[src/rtl/nibble_serial_adder.sv]
// Bit-serial-by-nibble adder: one 4-bit ripple slice reused over NIBBLES cycles,
// LSB nibble first. The result is published only once the whole sum is complete.
module nibble_serial_adder #(
    parameter int NIBBLES = 4
) (
    input  logic                   clk,
    input  logic                   rstN,
    input  logic                   start,
    input  logic [4*NIBBLES-1:0]   opA,
    input  logic [4*NIBBLES-1:0]   opB,
    input  logic                   carryIn,
    output logic                   busy,
    output logic                   done,
    output logic [4*NIBBLES-1:0]   sum,
    output logic                   carryOut
);
    localparam int W  = 4 * NIBBLES;
    localparam int IW = (NIBBLES > 1) ? $clog2(NIBBLES) : 1;
    localparam logic [IW-1:0] LAST = IW'(NIBBLES - 1);

    localparam logic [1:0] IDLE = 2'd0;
    localparam logic [1:0] RUN  = 2'd1;
    localparam logic [1:0] DONE = 2'd2;

    logic [1:0]    state_q, state_d;
    logic [IW-1:0] idx_q, idx_d;
    logic [W-1:0]  a_q, a_d, b_q, b_d, res_q, res_d, sum_q, sum_d;
    logic          cy_q, cy_d, co_q, co_d;
    logic [4:0]    slice;

    always_comb begin
        state_d = state_q;
        idx_d   = idx_q;
        a_d     = a_q;
        b_d     = b_q;
        res_d   = res_q;
        cy_d    = cy_q;
        sum_d   = sum_q;
        co_d    = co_q;
        slice   = {1'b0, a_q[idx_q*4 +: 4]} + {1'b0, b_q[idx_q*4 +: 4]} + {4'b0000, cy_q};
        case (state_q)
            IDLE: begin
                if (start) begin
                    a_d     = opA;
                    b_d     = opB;
                    cy_d    = carryIn;
                    idx_d   = '0;
                    res_d   = '0;
                    state_d = RUN;
                end
            end
            RUN: begin
                res_d[idx_q*4 +: 4] = slice[3:0];
                cy_d                = slice[4];
                if (idx_q == LAST) begin
                    // res_d already carries the final nibble written above
                    sum_d   = res_d;
                    co_d    = slice[4];
                    idx_d   = '0;
                    state_d = DONE;
                end else begin
                    idx_d = idx_q + 1'b1;
                end
            end
            DONE:    state_d = IDLE;
            default: state_d = IDLE;
        endcase
    end

    always_ff @(posedge clk or negedge rstN) begin
        if (!rstN) begin
            state_q <= IDLE;
            idx_q   <= '0;
            a_q     <= '0;
            b_q     <= '0;
            res_q   <= '0;
            cy_q    <= 1'b0;
            sum_q   <= '0;
            co_q    <= 1'b0;
        end else begin
            state_q <= state_d;
            idx_q   <= idx_d;
            a_q     <= a_d;
            b_q     <= b_d;
            res_q   <= res_d;
            cy_q    <= cy_d;
            sum_q   <= sum_d;
            co_q    <= co_d;
        end
    end

    assign busy     = (state_q != IDLE);
    assign done     = (state_q == DONE);
    assign sum      = sum_q;
    assign carryOut = co_q;
endmodule

[config.mk]
export PLATFORM = sky130hd
export DESIGN_NAME = nibble_serial_adder
export DESIGN_NICKNAME = d
export VERILOG_FILES = /design/src/rtl/nibble_serial_adder.sv
export SDC_FILE = /design/constraint.sdc
export NUM_CORES = 1
export LEC_CHECK = 0
export ABC_CLOCK_PERIOD_IN_PS = 3620
export CELL_PAD_IN_SITES_DETAIL_PLACEMENT = 0
export CELL_PAD_IN_SITES_GLOBAL_PLACEMENT = 1
export CORE_MARGIN = 4
export CORE_UTILIZATION = 43
export CTS_CLUSTER_SIZE = 14
export DETAILED_ROUTE_END_ITERATION = 16
export HOLD_SLACK_MARGIN = 0.12
export PLACE_DENSITY_LB_ADDON = 0.1
export SLEW_MARGIN = 15
export SYNTH_ARGS = -nofsm -noshare
export SYNTH_HDL_FRONTEND = slang
export SYNTH_SLANG_ARGS = --single-unit
[constraint.sdc]
create_clock -name clk -period 3.62 [get_ports clk]
set_input_delay 0.543 -clock clk [delete_from_list [all_inputs] [get_ports clk]]
set_output_delay 0.543 -clock clk [all_outputs]
set_load 0.02 [all_outputs]
==> results.cfg <==
[detailed_routing]
wirelength_um = 6970
vias = 2218
first_pass_iters = 5
ant_nets = 0
drtIter0Drc = 65
post_drt_wl_per_cell_um = 16.8
drc = 0
viasPerCell = 5.33

[die]
dieArea_sq_um = 9070
core_area_sq_um = 7330
die-height_um = 95.2
io_pins = 55
num_rows = 31
chipWidth_um = 95.2
initial_utilization = 0.446

[synth]
ys_seq_elements = 70
synth_area_leaders = dfrtp_1 (54%), mux2_2 (10%), mux4_2 (5.5%)
syn_avg_cell_area_sq_um = 13.0
synth_edf_count = 0
synthCells = 252
syn_area_sq_um = 3270
synth_nets = 299
async_reset_ff_frac = 1.00
synth_area_leader_cell = dfrtp_1
synthFlopType = dfrtp_1
yosysWarnings = 0
ys_seq_area_frac = 0.535
synth.top_cell.area_share = 0.535
synth_cell_types = 35

[sta]
worst_slack_ps = 776
max_freq_mhz = 352
fin_crit_sh = 0.786
fin_crit_ps = 2840
setup_viol = 0
drv_slew = 0
rsz0062_at_grt = false
tightest_slew_ps = 812
finalHoldViolCount = 0
tns_ps = 0
skew_ps = 9.32
slew_headroom = 0.459

[grt]
grt_max_degree = 36
busiest_layer = met2
overflow = 0
grt_use_total = 0.174
grt_first_pass_wirelength_um = 11800
grt_pass1_vias = 2359
met2_usage = 0.279
met3_usage = 0.0276
antenna_found_initial = 0
grt.met1_usage = 0.232

[final_layout]
drive_gt1_frac = 0.224
final_core_util = 0.567
fillers = 612
syn_to_final_growth_pct = 27.0
final_nets = 359
diodes = 0

[power]
peakVddDrop_mv = 0.469
power_leakage_nw = 1.80
p_per_area_nw_per_um2 = 1070

[place]
dp_hpwl_um = 5000
port_buffers = 54
gp_congestion = 0.787
dp_slack_ps = 789

[status]
outcome = completed

[setup_path]
path_class = reg -> reg
cp-start-kind = flip-flop
crit_slowest_cell = dfrtp_1
worst-endpoint-arrival_ps = 3070
cp_cell_sequence = buf_4, mux4_2, fa_1, and3_1, or3_4, and2_4, a32o_1
reg2reg_depth = 7
crit_path_max_fanout = 8
cp.required_ps = 3850
cp-end-kind = flip-flop
cpPeakStageDelay_ps = 550

[job]
maxCapViolCount = 0

[clocking]
cts_made_buffers = 9
cts_resized = 0
h-tree-depth = 3
cts_hold_buf = 0
cts_root_buffer = clkbuf_8
cts_tree = yes
cts_sinks = 70
cts_setup_buffers = 0
clock_latency_ps = 340
clockBufferDepth = 2
path_clk_slew_ps = 80

[worst_hold_path]
min_path_type = in -> async
-- cell families (layout without fill, tap and decap cells) --
| family | count (synthesis) | in the layout | share of synthesized area |
|---|---|---|---|
| AOI/OAI and AO/OA | 51 | 51 | 0.128 |
| muxes | 40 | 40 | 0.165 |
| buffers and inverters | 26 | 91 | 0.0398 |
| adders and majority gates | 11 | 11 | 0.0467 |
| and+or+nand+nor | 53 | 53 | 0.0826 |
| xor gates and xnor gates | 1 | 1 | 0.00268 |
| DFF | 70 | 70 | 0.535 |
-- path summary, 6_finish.rpt --
check	startpoint	endpoint	slack [ps]
max	idx_q[0]	res_q[15]	780
min	rstN	sum[9]	290
max reg2reg	idx_q[0]	res_q[15]	780
min reg2reg	a_q[11]	a_q[11]	480
max in group asynchronous	rstN	res_q[1]	2550
min in group clk	a_q[11]	a_q[11]	480
-- cell usage after synthesis (3+ instances only) --
cell type / count
dfrtp_1: 70
nor2_1: 30
mux2_2: 29
inv_1: 13
a221oi_1: 12
nand2_1: 10
ha_1: 9
mux4_2: 8
a32o_1: 7
a21o_1: 6
a22o_1: 6
a21oi_1: 5
a32oi_1: 5
buf_2: 5
buf_6: 3
clkbuf_1: 3
mux2_1: 3
o21ai_0: 3
-- area by class of cell --
type                       count  area [sq um]  area share
inverter                      13          48.8      0.0117
clock buffer                  10           138      0.0331
tap                           99           124      0.0298
timing repair buffer          62           596       0.143
clock inverter                 6           109      0.0262
multi-input combinational    156          1390       0.334
sequential                    70          1750       0.421
-- layer usage --
metal	routed length [um]	vias to the layer above
met5	0	-
met4	110	0
met3	280	9
met2	3420	61
met1	3160	1101
li1	-	1047
-- worst max-delay path, delay by kind of cell (launching register included) --
family / cells / cell delay, ps
adders and majority gates: 1 / 400
muxes: 1 / 520
DFF: 1 / 550
buffers and inverters: 1 / 220
AOI/OAI and AO/OA: 1 / 260
and+or+nand+nor: 3 / 790
-- report_power, final --
group | switching (W) | total, W | internal [W] | leakage, nW
Sequential | 0.000243 | 0.00139 | 0.00115 | 0.863
Combinational | 0.00123 | 0.00229 | 0.00106 | 0.813
Clock | 0.000297 | 0.000772 | 0.000475 | 0.126
Total | 0.00177 | 0.00446 | 0.00268 | 1.80
-- registers in the layout, indices dropped and copies added, names as in the netlist --
register and cells:
idx_q 2, b_q 16, a_q 16, carryOut 1, cy_q 1, state_q 2, res_q 16, sum 16
-- per-stage QoR --
step | hold WS [ps] | instance area (sq um) | cells | total power, W
floorplan | 247 | 3270 | 252 | 0.00297
finish | 287 | 4160 | 416 | 0.00446
global route | 344 | 4160 | 416 | 0.00480
global placement | 469 | 3910 | 400 | 0.00368
detailed placement | 469 | 3910 | 400 | 0.00371
CTS | 304 | 4160 | 416 | 0.00450
-- layout by cell type (no fill, tap or decap) --
master	Yosys	routed
clkbuf_8	0	10
a21o_1	6	6
a32o_1	7	7
inv_1	13	13
mux4_2	8	8
o21bai_1	2	2
or3_4	1	1
buf_2	5	1
clkinv_2	0	2
o21ai_0	3	3
a22o_1	6	6
xnor2_1	1	1
clkinv_4	0	1
bufinv_16	0	3
a32oi_1	5	5
and2_4	1	1
nor2b_1	2	2
nand2_1	10	10
nand2b_1	2	2
a221oi_1	12	12
fa_1	2	2
mux2_2	29	29
ha_1	9	9
nor3_2	2	2
mux2_1	3	3
nor4b_2	1	1
a22o_2	2	2
o31ai_1	2	2
clkdlybuf4s50_1	0	53
and3_1	1	1
buf_4	1	8
nor4_4	1	1
nor2_1	30	30
dfrtp_1	70	70
a21oi_1	5	5
and2_1	2	2
a32o_2	1	1
Power figures use the tool's default switching activity.
